$ cat config.mk
export PLATFORM = sky130hd
export DESIGN_NAME = sipo_rx_ctrl_flat
export DESIGN_NICKNAME = d
export VERILOG_FILES = /design/src/rtl/sipo_rx_ctrl_if.sv /design/src/rtl/sipo_rx_ctrl.sv /design/src/flat_wrapper.sv
export SDC_FILE = /design/constraint.sdc
export NUM_CORES = 1
export LEC_CHECK = 0
export ABC_AREA = 1
export CORE_AREA = 2 2 39 41
export CTS_CLUSTER_SIZE = 28
export DETAILED_ROUTE_END_ITERATION = 8
export DIE_AREA = 0 0 41 43
export PLACE_DENSITY = 0.76
export SYNTH_ARGS = -nofsm -noshare
export SYNTH_HDL_FRONTEND = slang
export SYNTH_SLANG_ARGS = --single-unit
$ cat constraint.sdc
create_clock -name clk -period 2.5 [get_ports clk]
set_clock_uncertainty 0.1 [all_clocks]
set_input_delay 0.375 -clock clk [delete_from_list [all_inputs] [get_ports clk]]
set_output_delay 0.375 -clock clk [all_outputs]
set_load 0.1 [all_outputs]
$ cat src/rtl/sipo_rx_ctrl_if.sv
// Handshake bundle for sipo_rx_ctrl: serial start/in, parallel q with valid/ready, status flags.
// parity_err is present only when SIPO_RX_CTRL_PARITY_EN is defined.
interface sipo_rx_ctrl_if #(
    parameter int WIDTH = 4
);
    logic             start;
    logic             in;
    logic             busy;
    logic [WIDTH-1:0] q;
    logic             valid;
    logic             ready;
    logic             overrun;
`ifdef SIPO_RX_CTRL_PARITY_EN
    logic             parity_err;
`endif

    modport master (
        output start, in, ready,
        input  busy, q, valid, overrun
`ifdef SIPO_RX_CTRL_PARITY_EN
        , input parity_err
`endif
    );

    modport slave (
        input  start, in, ready,
        output busy, q, valid, overrun
`ifdef SIPO_RX_CTRL_PARITY_EN
        , output parity_err
`endif
    );
endinterface

$ cat src/rtl/sipo_rx_ctrl.sv
// Serial-in frame receiver with registered parallel output; SIPO_RX_CTRL_PARITY_EN adds an even-parity bit.
// Latency: WIDTH cycles from the start edge to valid (WIDTH+1 with parity).
// Backpressure: a word completing while the previous one is untaken is dropped and sets sticky overrun.
module sipo_rx_ctrl #(
    parameter int WIDTH = 4
) (
    input logic           clk,
    input logic           rst,
    sipo_rx_ctrl_if.slave rx
);
    localparam int CW = $clog2(WIDTH);
`ifdef SIPO_RX_CTRL_PARITY_EN
    localparam int SW = WIDTH;
`else
    localparam int SW = WIDTH - 1;
`endif

    typedef enum logic [1:0] {
        IDLE   = 2'd0,
        SHIFT  = 2'd1,
        PARITY = 2'd2
    } state_t;

    state_t           state;
    state_t           state_nxt;
    logic             shift_en;
    logic             complete;
    logic             take;
    logic [CW-1:0]    cnt;
    logic [SW-1:0]    shreg;
    logic [WIDTH-1:0] shift_nxt;
    logic [WIDTH-1:0] word;
    logic [WIDTH-1:0] q_r;
    logic             valid_r;
    logic             busy_r;
    logic             overrun_r;

    // Without parity the last data bit is taken straight from the line, so
    // the register only ever needs to hold the first WIDTH-1 bits.
`ifdef SIPO_RX_CTRL_PARITY_EN
    logic             parity_err_r;
    assign shift_nxt = {shreg[WIDTH-2:0], rx.in};
    assign word      = shreg;
`else
    assign shift_nxt = {shreg, rx.in};
    assign word      = shift_nxt;
`endif

    assign take = !valid_r || rx.ready;

    always_ff @(posedge clk or posedge rst) begin
        if (rst) begin
            state <= IDLE;
        end else begin
            state <= state_nxt;
        end
    end

    always_comb begin
        state_nxt = state;
        shift_en  = 1'b0;
        complete  = 1'b0;
        case (state)
            IDLE: begin
                if (rx.start) begin
                    state_nxt = SHIFT;
                end
            end
            SHIFT: begin
                shift_en = 1'b1;
                if (cnt == CW'(WIDTH - 1)) begin
`ifdef SIPO_RX_CTRL_PARITY_EN
                    state_nxt = PARITY;
`else
                    state_nxt = IDLE;
                    complete  = 1'b1;
`endif
                end
            end
            PARITY: begin
                state_nxt = IDLE;
                complete  = 1'b1;
            end
            default: begin
                state_nxt = IDLE;
            end
        endcase
    end

    always_ff @(posedge clk or posedge rst) begin
        if (rst) begin
            cnt       <= '0;
            shreg     <= '0;
            q_r       <= '0;
            valid_r   <= 1'b0;
            busy_r    <= 1'b0;
            overrun_r <= 1'b0;
`ifdef SIPO_RX_CTRL_PARITY_EN
            parity_err_r <= 1'b0;
`endif
        end else begin
            busy_r <= (state_nxt != IDLE);
            if (state == IDLE) begin
                cnt <= '0;
            end else if (shift_en) begin
                cnt <= cnt + 1'b1;
            end
            if (shift_en) begin
                shreg <= shift_nxt[SW-1:0];
            end
            if (complete) begin
                if (take) begin
                    q_r     <= word;
                    valid_r <= 1'b1;
`ifdef SIPO_RX_CTRL_PARITY_EN
                    parity_err_r <= (^word) ^ rx.in;
`endif
                end else begin
                    overrun_r <= 1'b1;
                end
            end else if (valid_r && rx.ready) begin
                valid_r <= 1'b0;
            end
        end
    end

    assign rx.busy    = busy_r;
    assign rx.q       = q_r;
    assign rx.valid   = valid_r;
    assign rx.overrun = overrun_r;
`ifdef SIPO_RX_CTRL_PARITY_EN
    assign rx.parity_err = parity_err_r;
`endif
endmodule

$ cat src/flat_wrapper.sv
// flat-port wrapper written by rule: the top's interface ports become plain ports
module sipo_rx_ctrl_flat 
#(
    parameter int WIDTH = 4
)
  (clk, rst, rx_start, rx_in, rx_ready, rx_busy, rx_q, rx_valid, rx_overrun);
  sipo_rx_ctrl_if #(.WIDTH(WIDTH)) rx_i ();
  input logic clk;
  input logic rst;
  input wire logic [$bits(rx_i.start)-1:0] rx_start;
  input wire logic [$bits(rx_i.in)-1:0] rx_in;
  input wire logic [$bits(rx_i.ready)-1:0] rx_ready;
  output wire logic [$bits(rx_i.busy)-1:0] rx_busy;
  output wire logic [$bits(rx_i.q)-1:0] rx_q;
  output wire logic [$bits(rx_i.valid)-1:0] rx_valid;
  output wire logic [$bits(rx_i.overrun)-1:0] rx_overrun;
  assign rx_i.start = rx_start;
  assign rx_i.in = rx_in;
  assign rx_i.ready = rx_ready;
  assign rx_busy = rx_i.busy;
  assign rx_q = rx_i.q;
  assign rx_valid = rx_i.valid;
  assign rx_overrun = rx_i.overrun;
  sipo_rx_ctrl #(.WIDTH(WIDTH)) u_core (.clk(clk), .rst(rst), .rx(rx_i));
endmodule
==> results of run 1 <==
worst register-to-register path, cell delays in order (launching register included):
cell and delay [ns]:
dfrtp_1 0.42, inv_1 0.12, ha_1 0.26, nand2_2 0.09, nand2_4 0.09, nand3_2 0.10, nand2_1 0.08, nand2_1 0.05
layer usage:
metal | up-vias | track usage
met5 | - | 0
met4 | 0 | 0.0800
met3 | 3 | 0.0628
met2 | 16 | 0.303
met1 | 240 | 0.188
li1 | 255 | -
cell type report:
| class | instances | share of cell area |
|---|---|---|
| sequential | 14 | 0.432 |
| multi-input combinational | 46 | 0.329 |
| timing repair buffer | 11 | 0.114 |
| inverter | 12 | 0.0556 |
| clock buffer | 4 | 0.0448 |
| tap | 16 | 0.0247 |
sequential cells by signal, indices dropped and copies added, names as in the netlist:
register and flops:
u_core.rx.q 4, u_core.state 2, u_core.shreg 3, u_core.rx.overrun 1, u_core.rx.busy 1, u_core.rx.valid 1
u_core.cnt 2
kinds of logic after synthesis:
kind of cell | after synthesis
AND/OR/NAND/NOR | 36
AO/OA/AOI/OAI | 4
flip-flops | 14
multiplexers | 1
buffers and inverters | 12
adder cells (fa/ha/maj) | 5
worst max path at each step:
stage               startpoint              to  slack (ns)  cells past startpoint
5_1_grt        u_core.state[1]  u_core.rx.q[2]        0.97                      7
3_3_place_gp          rx_ready  u_core.rx.q[2]        0.98                      6
6_report       u_core.rx.valid        rx_valid        1.07                      1
4_1_cts        u_core.rx.valid        rx_valid        1.06                      1
3_5_place_dp          rx_ready  u_core.rx.q[2]        0.94                      6
2_1_floorplan  u_core.rx.valid  u_core.rx.q[0]        0.81                      4
power by group:
part	switching (mW)	total (mW)	leakage (nW)	internal [mW]
logic	0.217	0.305	0.252	0.0887
clock network	0.0767	0.165	0.0210	0.0887
registers	0.0334	0.316	0.186	0.282
total	0.327	0.786	0.459	0.460
synthesized netlist by cell type:
cell type	count	area [um^2]
nor2_1	2	7.51
inv_1	12	45.0
nand2_4	1	11.3
nand2_1	23	86.3
o21bai_2	1	11.3
o21ai_0	2	10.0
nand2_2	1	6.26
ha_1	5	62.6
nand4_1	4	25.0
nand3_1	4	20.0
dfrtp_1	14	350
mux2_2	1	11.3
nand3_2	1	10.0
a21oi_1	1	5.00
stage by stage:
| stage | utilization | std cells | hold WS (ns) | instance area (um^2) |
|---|---|---|---|---|
| after floorplan | - | 72 | 0.164 | 662 |
| after detailed placement | 0.560 | 99 | 0.371 | 774 |
| after CTS | 0.586 | 103 | 0.340 | 811 |
| after global routing | 0.586 | 103 | 0.389 | 811 |
| final | 0.586 | 103 | 0.325 | 811 |
| after global placement | 0.560 | 99 | 0.358 | 774 |
==> impl_results.md, run 1 <==
* DR pass1 iterations at 4
* Final setup fails at 0
* Cells on worst reg2reg path at 7
* WL per Instance at 12.3 um
* CORE AREA at 1380 um^2
* Largest net degree at the start of global routing at 15
* Final slew viol count at 0
* Filler cell count at 124
* Static leakage at 0.459 nW
* DP HPWL at 983 um
* CP Data Arrival Time at 0.95 ns
* Iter 0 DRT Violations at 6
* Highest Signal Layer: met4
* DRT antenna net count at 0
* Syn Inst Count at about 70
* Overall power at 0.786 mW
* CP Capture Type: output pin
* Crit Reg-Reg Endpoint: u_core.rx.q[2]
* Routed met2 length at 663 um
* Vias after detailed routing at about 510
* Worst path max stage delay at 0.37 ns
* Postcts setup bufs at 0
* CTS Buf Count at 3
* Final period util at 0.570
* Area delta synth->final at 22.5%
* Vias in the first global route at 490
* Gr ovfl total at 0
* Hold buffer count at CTS at 0
* Synth cell types at 14
* Pwr Density at 970 nW/um^2
* Worst path bufs/invs at 1
* Measured slew at the worst slew-check pin at 0.534 ns
* Final setup TNS at 0 ns
* Final-stage net count at 98
* I/O Buffers at 11
* CTS sink cnt at 14
* Mapped cell area at 662 um^2
* Unrepaired setup endpoints after global routing: no
* Post-Synth Adder-Cell Area at 0.0945
* Clock transition at path regs at roughly 0.09 ns
* Mean post-synth cell area at about 9 um^2
* CTS resizes at 0
* Slowest-stage cell, CP: dfrtp_1
* I/O pins at 12
* GRT Total Usage at 0.180
* FP Rows at 14
* Die height at roughly 43 um
* Global-route wire length before repair at 2040 um
* Max clock buf depth at 2
* Synth Area in Compound Gates at 0.0397
* CP delay by family, top: flip-flops
* Peak supply drop at between 0.0005 and 0.0006 V
* Cell Chain, Critical Path: buf_4
* Minimum clock period after layout at 1.43 ns
* Synth Net Count at 82
* Multi-input gate area at 267 um^2
* Synth warnings at 0
* Antenna cells at 0
* Layout cells sized above 1 at 0.184
* R2R setup slack at 1.09 ns
* Mux share of post-synthesis cell area at 0.0170
* Routability cong. at 0.745
* Max-Cap Viols at 0
* Commonest non-fill, non-tap cell in the layout: nand2_1
* Crit path launch type: flip-flop
* R2R Path Start: u_core.state[1]
* Final hold violations at 0
* H-tree levels at 1
* Req. time, crit path at 2.03 ns
* Most frequent cells in the layout: nand2_1 (23), dfrtp_1 (14), inv_1 (12), buf_4 (7), ha_1 (5)
* Final WS setup at 1.07 ns
* Later-pin clock latency in the skew report at around 0.28 ns
* Critical path fanouts, max at 2
* Synth Area in Simple Gates at 0.251
* Remaining DRCs at 0
* WS Path Type: flip-flop to output pin
* Register area at 350 um^2
* Status: finished, final reports clean
* Rel. slew slack at 0.644
* WL final at 1270 um
* Die width at 41 um
* CTS tree: yes
* Sequential area share after synthesis at 0.529
* Post-DR vias/cell at 4.99
* Metal-1 WL at about 520 um
* Hold/Removal Path Class: input pin to asynchronous set/reset pin
* FMAX at 701 MHz
* Post-synthesis xor/xnor area fraction at 0
* CTS root buffer: clkbuf_4
* Initial Utilization at 0.478
* Initial antenna violation count at 0
* Metal3 WL at roughly 66 um
* Die Area at 1760 um^2
* Pre-CTS WS at 0.938 ns
* Synth Register Bits at 14
* Largest family of logic cells by synthesized area: simple AND/OR/NAND/NOR gates
(Power assumes the default switching activity.)
==> inputs of run 2 (changes only) <==
CORE_AREA = not set   (was 2 2 39 41)
CORE_MARGIN = 1.5   (was not set)
CORE_UTILIZATION = 44   (was not set)
DIE_AREA = not set   (was 0 0 41 43)
PLACE_DENSITY = 0.72   (was 0.76)
clock period = 1.2 ns   (was 2.5 ns; I/O delays follow)
==> impl_results.md, run 2 (same netlist as run 1, synthesis figures left out) <==
* Status: complete, but fails checks (was finished, final reports clean)
* Failing checks: setup timing
* Crit path capture: u_core.rx.q[0] (was rx_valid)
* CORE AREA at 1350 um^2 (was 1380 um^2)
* Clock transition at path regs at 0.09 ns (about the same)
* Cell-internal power at 1.21 mW (was 0.460 mW)
* WL per Instance at 15.2 um (was 12.3 um)
* I/O pins at 12 (unchanged)
* Filler cell count at 75 (was 124)
* Crit Reg-Reg Endpoint: u_core.rx.q[0] (was u_core.rx.q[2])
* CTS sink cnt at 14 (unchanged)
* CP Data Arrival Time at 1.39 ns (was 0.95 ns)
* Pre-CTS WS at -0.122 ns (was 0.938 ns)
* Die Area at 1750 um^2 (was 1760 um^2)
* H-tree levels at 1 (unchanged)
* Unrepaired setup endpoints after global routing: yes (was no)
* FP Rows at 13 (was 14)
* Final setup fails at 13 (was 0)
* Remaining DRCs at 0 (unchanged)
* R2R setup slack at -0.11 ns (was 1.09 ns)
* Global-route wire length before repair at 2530 um (was 2040 um)
* WL final at 1670 um (was 1270 um)
* Critical Path Source: u_core.state[1] (was u_core.rx.valid)
* Static leakage at 0.552 nW (was 0.459 nW)
* CTS tree: yes (unchanged)
* Initial antenna violation count at 0 (unchanged)
* Hold/Removal Path Class: input pin to asynchronous set/reset pin (unchanged)
* CTS root buffer: clkbuf_4 (unchanged)
* Final-stage net count at 106 (was 98)
* Vias after detailed routing at 575 (was 514)
* Rel. slew slack at 0.880 (was 0.644)
* Die width at 41.8 um (was 41 um)
* Later-pin clock latency in the skew report at 0.29 ns (was 0.28 ns)
* Measured slew at the worst slew-check pin at 0.180 ns (was 0.534 ns)
* Net Sw Frac at 0.416 (was 0.415)
* Largest net degree at the start of global routing at 15 (unchanged)
* DP HPWL at 959 um (was 983 um)
* Combinational group share of total power at 0.486 (was 0.388)
* CP Capture Type: flip-flop (was output pin)
* Post-DR vias/cell at 5.23 (was 4.99)
* Iter 0 DRT Violations at 17 (was 6)
* Final WS setup at -0.108 ns (was 1.07 ns)
* Fin area at 1090 um^2 (was 811 um^2)
* Antenna cells at 0 (unchanged)
* Area delta synth->final at 64.1% (was 22.5%)
* Commonest non-fill, non-tap cell in the layout: nand2_1 (unchanged)
* FMAX at 765 MHz
* Largest register FFs at 4 (unchanged)
* Die height at 41.8 um (was 43 um)
* GRT Total Usage at 0.197 (was 0.180)
* Pwr Density at 1900 nW/um^2 (was 970 nW/um^2)
* Gr ovfl total at 0 (unchanged)
* Final period util at 1.09
* R2R Path Start: u_core.state[1] (unchanged)
* Crit path launch type: flip-flop (unchanged)
* Max-Cap Viols at 0 (unchanged)
* Layout cells sized above 1 at 0.474 (was 0.184)
* Critical path fanouts, max at 6 (was 2)
* WS Path Type: flip-flop to flip-flop (was flip-flop to output pin)
* Hold buffer count at CTS at 0 (unchanged)
* Power share of the sequential group at 0.345 (was 0.401)
* Clock share of power at 0.169 (was 0.210)
* Peak supply drop at 0.00176 V (was 0.000565 V)
* Initial Utilization at 0.490 (was 0.478)
* DRT antenna net count at 0 (unchanged)
* Final hold violations at 0 (unchanged)
* Req. time, crit path at 1.28 ns (was 2.03 ns)
* Placed inst area at 923 um^2 (was 774 um^2)
* Minimum clock period after layout at 1.31 ns
* Vias in the first global route at 567 (was 490)
* I/O Buffers at 11 (unchanged)
* CTS Buf Count at 3 (unchanged)
* Switching power at 0.858 mW (was 0.327 mW)
* Cells on worst reg2reg path at 7 (unchanged)
* Most frequent cells in the layout: nand2_1 (18), dfrtp_1 (11), inv_1 (8), buf_4 (8), buf_12 (7) (was nand2_1 (23), dfrtp_1 (14), inv_1 (12), buf_4 (7), ha_1 (5))
* Routability cong. at 0.794 (was 0.745)
* DR pass1 iterations at 4 (unchanged)
* Final slew viol count at 0 (unchanged)
* Max clock buf depth at 2 (unchanged)
## run 2: cell types whose count changed in the layout (fill, tap and decap cells not counted), moves of 3 or more
cell / change
nand2_1: -5
dfrtp_1: -3
ha_1: -5
inv_1: -4
buf_12: +7
ha_4: +4
## run 2: worst max-delay path: stages, from the launching register on
cell	delay, ns
dfrtp_1	0.40
inv_2	0.13
ha_4	0.18
nand2_4	0.07
nand2_8	0.09
nand3_4	0.09
nand2_1	0.08
nand2_1	0.06
## run 2: power by group through the flow
stage	Sequential (mW)	Combinational [mW]	Clock (mW)
after floorplan	0.850	0.309	0
after global placement	0.680	0.777	0
after detailed placement	0.684	0.792	0
after CTS	0.706	0.932	0.345
after global routing	0.723	1.06	0.363
final	0.712	1.00	0.350
## run 2: repair_timing
item	4_1_cts	5_1_grt
resized for setup	18	13
pin swaps	2	2
setup endpoints to repair	13	15
cloned	0	0
endpoints found under the hold margin	0	0
buffers inserted	1	0
## run 2: how the worst min path moves through the flow
stage               slack, ns  cells past startpoint           endpoint          start
finish                   0.08                      3  u_core.rx.overrun            rst
floorplan               -0.03                      1      u_core.cnt[0]            rst
detailed placement       0.38                      2      u_core.cnt[1]  u_core.cnt[1]
global placement         0.37                      2      u_core.cnt[1]  u_core.cnt[1]
global route             0.13                      3     u_core.rx.q[1]            rst
CTS                      0.11                      3      u_core.cnt[1]            rst
## run 2: area by class of cell
class,instances,area (um^2),share of cell area
inverters,12,50.0,0.0461
repair buffers,19,240,0.221
flip-flops and latches,14,357,0.328
clock buffers,4,36.3,0.0334
well taps,15,18.8,0.0173
multi-input cells,46,384,0.354
## run 2: per-stage QoR
stage	total power, mW	cells	TNS [ns]	hold WS, ns	util
finish	2.06	110	-0.646	0.0834	0.804
global route	2.14	110	-1.19	0.128	0.804
CTS	1.98	110	-0.307	0.106	0.771
detailed placement	1.48	105	-0.826	0.377	0.684
global placement	1.46	105	-0.410	0.367	0.684
floorplan	1.16	72	-0.332	-0.0308	-
## run 2: metal layers
| layer | routed length, um | share of wire | global-route usage | vias to the layer above |
|---|---|---|---|---|
| met5 | 0 | 0 | 0 | - |
| met4 | 48 | 0.029 | 0.116 | 0 |
| met3 | 73 | 0.044 | 0.0391 | 7 |
| met2 | 887 | 0.53 | 0.338 | 20 |
| met1 | 663 | 0.40 | 0.225 | 274 |
| li1 | - | - | - | 274 |
==> inputs of run 3 (changes only) <==
SLEW_MARGIN = 20   (was not set)
==> results of run 3 <==
Final layout, timing and power as in run 2 (identical DEF).
